==> config.mk <==
export PLATFORM = sky130hd
export DESIGN_NAME = spi_shift_dp_flat
export DESIGN_NICKNAME = d
export VERILOG_FILES = /design/src/rtl/spi_pkg.sv /design/src/rtl/spi_shift_dp_if.sv /design/src/rtl/spi_edge_det.sv /design/src/rtl/spi_shift_dp.sv /design/src/flat_wrapper.sv
export SDC_FILE = /design/constraint.sdc
export NUM_CORES = 1
export LEC_CHECK = 0
export ABC_AREA = 1
export CORE_MARGIN = 1
export CORE_UTILIZATION = 45
export DETAILED_ROUTE_END_ITERATION = 10
export GPL_ROUTABILITY_DRIVEN = 0
export PLACE_DENSITY = 0.65
export SLEW_MARGIN = 25
export SYNTH_ARGS = -nofsm -noshare
export SYNTH_HDL_FRONTEND = slang
export SYNTH_SLANG_ARGS = --single-unit
==> constraint.sdc <==
create_clock -name Clk -period 2.4 [get_ports Clk]
set_clock_uncertainty 0.2 [all_clocks]
set_input_delay 0.6 -clock Clk [delete_from_list [all_inputs] [get_ports Clk]]
set_output_delay 0.6 -clock Clk [all_outputs]
set_load 0.02 [all_outputs]
==> src/rtl/spi_pkg.sv <==
// Shared SPI constants and helpers, common to the control unit and the shift datapath
// so that frame lengths and counter widths stay consistent.
package spi_pkg;

  localparam int SPI_WIDTH = 8;

  // Counter width able to hold 0..w inclusive.
  function automatic int cnt_width(input int w);
    return $clog2(w + 1);
  endfunction

  typedef struct packed {
    logic load_tx;
    logic shift_tx;
    logic shift_rx;
    logic end_tx;
  } strobe_t;

endpackage

==> src/rtl/spi_shift_dp_if.sv <==
// Bus between the SPI control unit / host and the shift datapath.
interface spi_shift_dp_if
  import spi_pkg::*;
#(
  parameter int WIDTH = SPI_WIDTH
);
  logic [WIDTH-1:0] TxData;
  logic             LoadTx;
  logic             ShiftTx;
  logic             ShiftRx;
  logic             EndTx;
  logic             MISO;
  logic             MOSI;
  logic [WIDTH-1:0] RxData;
  logic             RxValid;
  logic             Busy;
  logic             Err;

  modport master (
    output TxData, LoadTx, ShiftTx, ShiftRx, EndTx, MISO,
    input  MOSI, RxData, RxValid, Busy, Err
  );

  modport slave (
    input  TxData, LoadTx, ShiftTx, ShiftRx, EndTx, MISO,
    output MOSI, RxData, RxValid, Busy, Err
  );
endinterface

==> src/rtl/spi_edge_det.sv <==
// One-flop rising-edge detector for a level strobe.
module spi_edge_det (
  input  logic Clk,
  input  logic Rst,
  input  logic level_i,
  output logic rise_o
);
  logic prev_q;

  // NOTE: sequential state uses non-blocking assignments so every flop samples pre-edge values.
  always_ff @(posedge Clk) begin
    if (Rst) prev_q <= 1'b0;
    else     prev_q <= level_i;
  end

  assign rise_o = level_i & ~prev_q;
endmodule

==> src/rtl/spi_shift_dp.sv <==
// SPI shift datapath: MSB-first transmit serialiser, receive deserialiser and frame checks,
// driven by the rising edges of the control unit's level strobes.
module spi_shift_dp
  import spi_pkg::*;
#(
  parameter int WIDTH = SPI_WIDTH
) (
  input logic          Clk,
  input logic          Rst,
  spi_shift_dp_if.slave bus
);
  localparam int             CW       = cnt_width(WIDTH);
  localparam logic [CW-1:0]  CNT_FULL = CW'(WIDTH);
  localparam logic [CW-1:0]  CNT_ONE  = CW'(1);

  strobe_t rise;

  spi_edge_det u_load_det  (.Clk(Clk), .Rst(Rst), .level_i(bus.LoadTx),  .rise_o(rise.load_tx));
  spi_edge_det u_stx_det   (.Clk(Clk), .Rst(Rst), .level_i(bus.ShiftTx), .rise_o(rise.shift_tx));
  spi_edge_det u_srx_det   (.Clk(Clk), .Rst(Rst), .level_i(bus.ShiftRx), .rise_o(rise.shift_rx));
  spi_edge_det u_end_det   (.Clk(Clk), .Rst(Rst), .level_i(bus.EndTx),   .rise_o(rise.end_tx));

  logic [WIDTH-1:0] tx_shift_q, tx_shift_d;
  logic [WIDTH-1:0] rx_shift_q, rx_shift_d;
  logic [CW-1:0]    tx_cnt_q,   tx_cnt_d;
  logic [CW-1:0]    rx_cnt_q,   rx_cnt_d;
  logic [WIDTH-1:0] rx_data_q,  rx_data_d;
  logic             rx_valid_q, rx_valid_d;
  logic             busy_q,     busy_d;
  logic             err_q,      err_d;

  // NOTE: every always_comb output is defaulted first so no path can infer a latch.
  always_comb begin
    tx_shift_d = tx_shift_q;
    rx_shift_d = rx_shift_q;
    tx_cnt_d   = tx_cnt_q;
    rx_cnt_d   = rx_cnt_q;
    rx_data_d  = rx_data_q;
    rx_valid_d = 1'b0;
    busy_d     = busy_q;
    err_d      = err_q;

    if (rise.load_tx) begin
      // A load discards any other edge arriving in the same cycle.
      tx_shift_d = bus.TxData;
      tx_cnt_d   = '0;
      rx_cnt_d   = '0;
      busy_d     = 1'b1;
      err_d      = 1'b0;
    end else begin
      if (rise.shift_tx) begin
        if (!busy_q || tx_cnt_q == CNT_FULL) begin
          err_d = 1'b1;
        end else begin
          tx_shift_d = {tx_shift_q[WIDTH-2:0], 1'b0};
          tx_cnt_d   = tx_cnt_q + CNT_ONE;
        end
      end

      if (rise.shift_rx) begin
        if (!busy_q || rx_cnt_q == CNT_FULL) begin
          err_d = 1'b1;
        end else begin
          rx_shift_d = {rx_shift_q[WIDTH-2:0], bus.MISO};
          rx_cnt_d   = rx_cnt_q + CNT_ONE;
        end
      end

      // Completion uses the post-shift count so a coincident final ShiftRx is captured.
      if (rise.end_tx) begin
        busy_d = 1'b0;
        if (rx_cnt_d == CNT_FULL) begin
          rx_data_d  = rx_shift_d;
          rx_valid_d = 1'b1;
        end else begin
          err_d = 1'b1;
        end
      end
    end
  end

  always_ff @(posedge Clk) begin
    if (Rst) begin
      tx_shift_q <= '0;
      rx_shift_q <= '0;
      tx_cnt_q   <= '0;
      rx_cnt_q   <= '0;
      rx_data_q  <= '0;
      rx_valid_q <= 1'b0;
      busy_q     <= 1'b0;
      err_q      <= 1'b0;
    end else begin
      tx_shift_q <= tx_shift_d;
      rx_shift_q <= rx_shift_d;
      tx_cnt_q   <= tx_cnt_d;
      rx_cnt_q   <= rx_cnt_d;
      rx_data_q  <= rx_data_d;
      rx_valid_q <= rx_valid_d;
      busy_q     <= busy_d;
      err_q      <= err_d;
    end
  end

  assign bus.MOSI    = tx_shift_q[WIDTH-1];
  assign bus.RxData  = rx_data_q;
  assign bus.RxValid = rx_valid_q;
  assign bus.Busy    = busy_q;
  assign bus.Err     = err_q;
endmodule

==> src/flat_wrapper.sv <==
// flat-port wrapper written by rule: the top's interface ports become plain ports
module spi_shift_dp_flat import spi_pkg::*;
#(
  parameter int WIDTH = SPI_WIDTH
)
  (Clk, Rst, bus_TxData, bus_LoadTx, bus_ShiftTx, bus_ShiftRx, bus_EndTx, bus_MISO, bus_MOSI, bus_RxData, bus_RxValid, bus_Busy, bus_Err);
  spi_shift_dp_if #(.WIDTH(WIDTH)) bus_i ();
  input logic Clk;
  input logic Rst;
  input wire logic [$bits(bus_i.TxData)-1:0] bus_TxData;
  input wire logic [$bits(bus_i.LoadTx)-1:0] bus_LoadTx;
  input wire logic [$bits(bus_i.ShiftTx)-1:0] bus_ShiftTx;
  input wire logic [$bits(bus_i.ShiftRx)-1:0] bus_ShiftRx;
  input wire logic [$bits(bus_i.EndTx)-1:0] bus_EndTx;
  input wire logic [$bits(bus_i.MISO)-1:0] bus_MISO;
  output wire logic [$bits(bus_i.MOSI)-1:0] bus_MOSI;
  output wire logic [$bits(bus_i.RxData)-1:0] bus_RxData;
  output wire logic [$bits(bus_i.RxValid)-1:0] bus_RxValid;
  output wire logic [$bits(bus_i.Busy)-1:0] bus_Busy;
  output wire logic [$bits(bus_i.Err)-1:0] bus_Err;
  assign bus_i.TxData = bus_TxData;
  assign bus_i.LoadTx = bus_LoadTx;
  assign bus_i.ShiftTx = bus_ShiftTx;
  assign bus_i.ShiftRx = bus_ShiftRx;
  assign bus_i.EndTx = bus_EndTx;
  assign bus_i.MISO = bus_MISO;
  assign bus_MOSI = bus_i.MOSI;
  assign bus_RxData = bus_i.RxData;
  assign bus_RxValid = bus_i.RxValid;
  assign bus_Busy = bus_i.Busy;
  assign bus_Err = bus_i.Err;
  spi_shift_dp #(.WIDTH(WIDTH)) u_core (.Clk(Clk), .Rst(Rst), .bus(bus_i));
endmodule
==> run metrics, run 1 <==
Tcrit/Tclk final=0.956; Reg-to-Reg End=u_core.bus.RxData[5]$_SDFFE_PP0P_; pwr/cell area=roughly 600 mW/mm²; Hold Vio Cnt, Final=0; worst-path cell chain=clkdlybuf4s50_1; Setup TNS Final=0 ps; Hold WC Path Type=reg2reg; FF+latch count, synth=39; Skew-Pair Late Insertion Delay=300 ps; hold path startpoint=u_core.tx_shift_q[0]$_SDFFE_PP0P_; 1st-pass router iterations=4; synth-to-layout area growth=27.1%; Power Internal=1.06 mW; GRT overflow=0; Reg power frac=0.485; r2r startpoint=u_core.rx_cnt_q[0]$_SDFF_PP0_; CTS resizes=0; Synth top area share=0.418; Lkg Pwr=0.994 nW; Clk pwr share=0.394; Max Clk Rate=0.436 GHz; drt drc=0; Clock transition at path regs=80 ps; Critical Setup Path Class=reg2out; min cycle time layout=2300 ps; hold_buf cts=0; CTS tree=done; largest net degree at the start of global routing=21; Hold Path Depth=2; core area=0.00400 mm²; synth warn=0; Worst slew margin=0.777; Post-CTS Setup Repair Bufs=0; synth cell count leaders=nand2_1 (51), dfxtp_1 (39), inv_1 (35), nor2_1 (22), nand4_1 (11); Yosys top cell by area=dfxtp_1; RSZ-0062 raised after global routing=no; Cell Area, Synth=around 0.0019 mm²; initial antenna violation count=0; die area=approximately 0.0044 mm²; Sink Count=39; max cap viols=0; Sw Share=0.256; Worst Hold Path EP=u_core.tx_shift_q[0]$_SDFFE_PP0P_; number of cells on the worst reg-to-reg path=11; CP peak stage delay=670 ps; critical path depth=1; fraction of layout cells with a size suffix above 1=0.147; placed cell count=328; net switching power=between 0.3 and 0.4 mW; max-slew violations=0; post-synthesis sequential area ratio=0.418; Die X=66.4 µm; Comb power frac=0.121; Buf/Inv on CP=1; Setup crit start kind=flop; Detailed Route Iter0 Violations=43; # setup viols final=0; CTS H-tree depth=2; GRT Total Usage=0.194; status=completed; first-pass GRT wire length=6310 µm; crit path DAT=about 1500 ps; average wire per cell in the routed design=10.9 µm; Cells after Synth=approximately 250; vias per cell=4.92; Critical Path Sink Type=primary output; hpwl dp=between 2000 and 3000 µm; crit path max fanout=8; maximum vdd drop=slightly above 0.0004 V; final WL=around 3700 µm; via count=1654; CTS buffer count=5; Area contributors post-synth=dfxtp_1 (42%), nand2_1 (10%), inv_1 (7.0%); root buf cell=clkbuf_8; top-count cell post-synth=nand2_1; Top Ports=27; fin cells=336; CP Data Required Time=1600 ps; family with the most delay on the worst path=buffers and inverters; I/O Buffers=26; fraction of registers with async set/reset=0; clock buffer depth=2; # rows=23; CP max-delay cell=clkdlybuf4s50_1; Cell variety after synth=31; synthesized net count=~270; number of synthesized flops with an enable pin=0; Fill cells=389; number of global-route vias before repair=1532; Antenna Cells=0; Slew @ Worst Pin=334 ps; Mapped Avg Cell Area=7.59 µm²; Synth Flop Type=dfxtp_1; Reg2Reg Setup Slack=around 300 ps; Initial Util=0.467; die height=roughly 66 µm; Final nets=between 300 and 400; Antenna Nets Post-Route=0
-- metal layers --
layer  wire length (µm)  up-vias  GRT usage
li1                   -      870          -
met1               1660      754      0.209
met2               1800       24      0.341
met3                118        6     0.0621
met4                 78        0     0.0904
met5                  0        -          0
-- worst max-delay path by stage --
stage | endpoint | slack, ps | start
5_1_grt | u_core.bus.RxData[1]$_SDFFE_PP0P_ | 60 | bus_ShiftRx
3_3_place_gp | u_core.bus.RxData[6]$_SDFFE_PP0P_ | -40 | bus_ShiftRx
2_1_floorplan | u_core.bus.RxData[0]$_SDFFE_PP0P_ | 530 | bus_ShiftRx
3_5_place_dp | u_core.bus.RxData[5]$_SDFFE_PP0P_ | -90 | bus_ShiftRx
6_report | bus_Busy | 100 | u_core.bus.Busy$_SDFFE_PP0P_
4_1_cts | bus_Busy | 120 | u_core.bus.Busy$_SDFFE_PP0P_
-- area by class of cell --
class	instances	area (µm²)	area share
timing repair buffer	38	363	0.153
tap	50	62.6	0.0263
sequential	39	781	0.329
clock buffer	5	68.8	0.0290
inverter	43	161	0.0680
multi-input combinational	158	895	0.377
clock inverter	3	43.8	0.0184
-- metrics by stage --
stage | power [mW] | instance area [µm²] | utilization | setup WS (ps) | hold WS, ps
3_5_place_dp | 0.881 | 2260 | 0.566 | -94.8 | 261
3_3_place_gp | 0.879 | 2260 | 0.566 | -42.0 | 251
2_1_floorplan | 0.811 | 1870 | - | 529 | 240
4_1_cts | 1.44 | 2370 | 0.594 | 116 | 273
5_1_grt | 1.50 | 2370 | 0.594 | 57.8 | 299
6_report | 1.43 | 2370 | 0.594 | 105 | 271
-- state kept, by name (all words and copies together) (netlist names), 4 cells and up --
register           cells
u_core.rx_shift_q      8
u_core.rx_cnt_q        4
u_core.tx_shift_q      8
u_core.bus.RxData      8
u_core.tx_cnt_q        4
-- power groups by stage --
| stage | sequential [mW] | combinational, mW | clock, mW |
|---|---|---|---|
| finish | 0.693 | 0.172 | 0.563 |
| global route | 0.696 | 0.193 | 0.611 |
| CTS | 0.692 | 0.174 | 0.576 |
| detailed placement | 0.708 | 0.173 | 0 |
| global placement | 0.707 | 0.172 | 0 |
| floorplan | 0.708 | 0.103 | 0 |
-- cell families after synthesis --
logic type	share of synthesized area
buffers and inverters	0.103
AND/OR/NAND/NOR	0.340
adder cells (fa/ha/maj)	0.0268
AO/OA/AOI/OAI	0.112
flip-flops	0.418
-- layout by cell type, fill, tap and decap left out, types with 2 or more instances in the layout --
master	count
nand2_1	51
dfxtp_1	39
inv_1	35
clkdlybuf4s50_1	26
nor2_1	22
nand4_1	11
buf_4	11
nand3_1	10
o21ai_1	9
or2_1	8
o211ai_1	8
inv_2	7
a31oi_1	7
a21oi_1	6
clkbuf_8	5
ha_1	4
nor2_4	3
nand3_2	3
nand2_2	2
nor3_4	2
nand2_4	2
nor3_1	2
Note: power is estimated with default switching activity, not from simulation.
==> run 2: changes to the inputs <==
SKIP_LAST_GASP = 1   (was not set)
==> results of run 2 <==
Same layout as run 1: the final DEF is identical, and so are final timing and power.
==> run 3: changes to the inputs <==
CORE_ASPECT_RATIO = 1.25   (was not set)
HOLD_SLACK_MARGIN = 0.15   (was not set)
==> run metrics, run 3 (synthesis results as in run 1) <==
status=completed; max cap viols=0 (unchanged); synth-to-layout area growth=25.9%; via count=1625 (-1.8%); critical path depth=1 (unchanged); critical path startpoint=u_core.bus.Busy$_SDFFE_PP0P_; # rows=25 (+8.7%); CTS buffer count=5 (unchanged); Lkg Pwr=0.979 nW (-1.5%); maximum vdd drop=0.000356 V (-14%); crit path DAT=1430 ps (-70 ps); pwr/cell area=565 mW/mm² (-6.0%); Max Clk Rate=0.449 GHz (+3.0%); family with the most delay on the worst path=buffers and inverters; GRT Total Usage=0.189 (-0.00465); most frequent cells in the layout=nand2_1 (51), dfxtp_1 (39), inv_1 (35); core area=0.00388 mm² (-3.0%); CTS tree=done; CP Data Required Time=1600 ps (about the same); crit path max fanout=8 (unchanged); GRT overflow=0 (unchanged); Critical Setup Path Class=reg2out; Area after DPL=0.00225 mm² (-0.44%); first-pass GRT wire length=6320 µm (+0.22%); WHS=266 ps (-4.93 ps); CP max-delay cell=clkdlybuf4s50_1; hpwl dp=2760 µm (+3.3%); initial antenna violation count=0 (unchanged); die height=74.0 µm (+11%); Buf/Inv on CP=1 (unchanged); Reg2Reg Setup Slack=330 ps (+30 ps); root buf cell=clkbuf_8; fraction of layout cells with a size suffix above 1=0.137 (-0.00953); CP peak stage delay=660 ps (about the same); drt drc=0 (unchanged); Setup crit start kind=flop; Fill cells=382 (-1.8%); Top Ports=27 (unchanged); # setup viols final=0 (unchanged); Antenna Cells=0 (unchanged); Tot Pwr=1.33 mW (-6.9%); RSZ-0062 raised after global routing=no; Worst slew margin=0.760 (-0.0169); Hold Vio Cnt, Final=0 (unchanged); Critical Path Sink Type=primary output; Detailed Route Iter0 Violations=30 (-30%); hold_buf cts=0 (unchanged); vias per cell=4.81 (-2.3%); Post-CTS Setup Repair Bufs=0 (unchanged); Slew @ Worst Pin=359 ps (+24.9 ps); Clock transition at path regs=70 ps (about the same); Reg-to-Reg End=u_core.bus.RxData[7]$_SDFFE_PP0P_; most common cell after layout, fill and taps aside=nand2_1; min cycle time layout=2230 ps (-66.8 ps); final WL=3500 µm (-4.3%); Initial Util=0.482 (+0.0146); Skew-Pair Late Insertion Delay=280 ps (-20 ps); CP Capture Point=bus_Busy; fin worst setup slack=171 ps (+66.8 ps); Tcrit/Tclk final=0.929 (-0.0278); I/O Buffers=26 (unchanged); pre-CTS setup slack=-126 ps (-30.9 ps); CTS resizes=0 (unchanged); average wire per cell in the routed design=10.3 µm (-4.9%); Hold WC Path Type=reg2reg; Die X=59.6 µm (-10%); die area=0.00441 mm² (about the same); r2r startpoint=u_core.rx_cnt_q[0]$_SDFF_PP0_; clock buffer depth=2 (unchanged); largest net degree at the start of global routing=19 (-9.5%); Final nets=302 (-0.66%); CTS H-tree depth=2 (unchanged); number of cells on the worst reg-to-reg path=11 (unchanged); worst-path cell chain=clkdlybuf4s50_1; Sink Count=39 (unchanged); 1st-pass router iterations=4 (unchanged); post-route cell area=0.00235 mm² (-0.95%); number of global-route vias before repair=1537 (+0.33%); max-slew violations=0 (unchanged); Antenna Nets Post-Route=0 (unchanged)
==> run 3: how the worst min path moves through the flow <==
stage / startpoint / endpoint / slack [ps] / cells past startpoint
2_1_floorplan: u_core.tx_shift_q[0]$_SDFFE_PP0P_ / u_core.tx_shift_q[0]$_SDFFE_PP0P_ / 240 / 2
3_3_place_gp: u_core.tx_shift_q[0]$_SDFFE_PP0P_ / u_core.tx_shift_q[0]$_SDFFE_PP0P_ / 260 / 2
3_5_place_dp: u_core.tx_shift_q[0]$_SDFFE_PP0P_ / u_core.tx_shift_q[0]$_SDFFE_PP0P_ / 260 / 2
4_1_cts: u_core.tx_shift_q[0]$_SDFFE_PP0P_ / u_core.tx_shift_q[0]$_SDFFE_PP0P_ / 270 / 2
5_1_grt: u_core.tx_shift_q[2]$_SDFFE_PP0P_ / u_core.tx_shift_q[2]$_SDFFE_PP0P_ / 300 / 2
6_report: u_core.tx_shift_q[0]$_SDFFE_PP0P_ / u_core.tx_shift_q[0]$_SDFFE_PP0P_ / 270 / 2
==> run 3: where the power goes <==
part           internal, mW  leakage, nW  total [mW]  switching (mW)
Sequential            0.674        0.319       0.693          0.0195
Combinational        0.0771        0.609       0.170          0.0925
Clock                 0.262       0.0515       0.466           0.205
Total                  1.01        0.979        1.33           0.317
==> run 3: cell type report <==
type	instances	area (µm²)	share of cell area
inverter	43	161	0.0686
sequential	39	781	0.332
tap	54	67.6	0.0287
timing repair buffer	36	348	0.148
multi-input combinational	158	895	0.380
clock buffer	8	100	0.0426
==> run 3: per-stage QoR <==
stage               TNS (ps)   util  instances
CTS                        0  0.606        338
global placement        -814  0.581        330
global route               0  0.606        338
finish                     0  0.606        338
floorplan                  0      -        246
detailed placement     -1240  0.581        330
==> run 3: layer usage <==
metal / global-route usage / vias up / part of all wire
met3: 0.0348 / 7 / 0.033
met2: 0.342 / 31 / 0.50
met5: 0 / - / 0
li1: - / 869 / -
met4: 0.0904 / 0 / 0.017
met1: 0.211 / 718 / 0.45
==> run 3: tightest hold or removal path, delay by kind of cell (launching register included) <==
family          cells  cell delay [ps]
simple gates        1               60
flops               1              310
compound gates      1               50
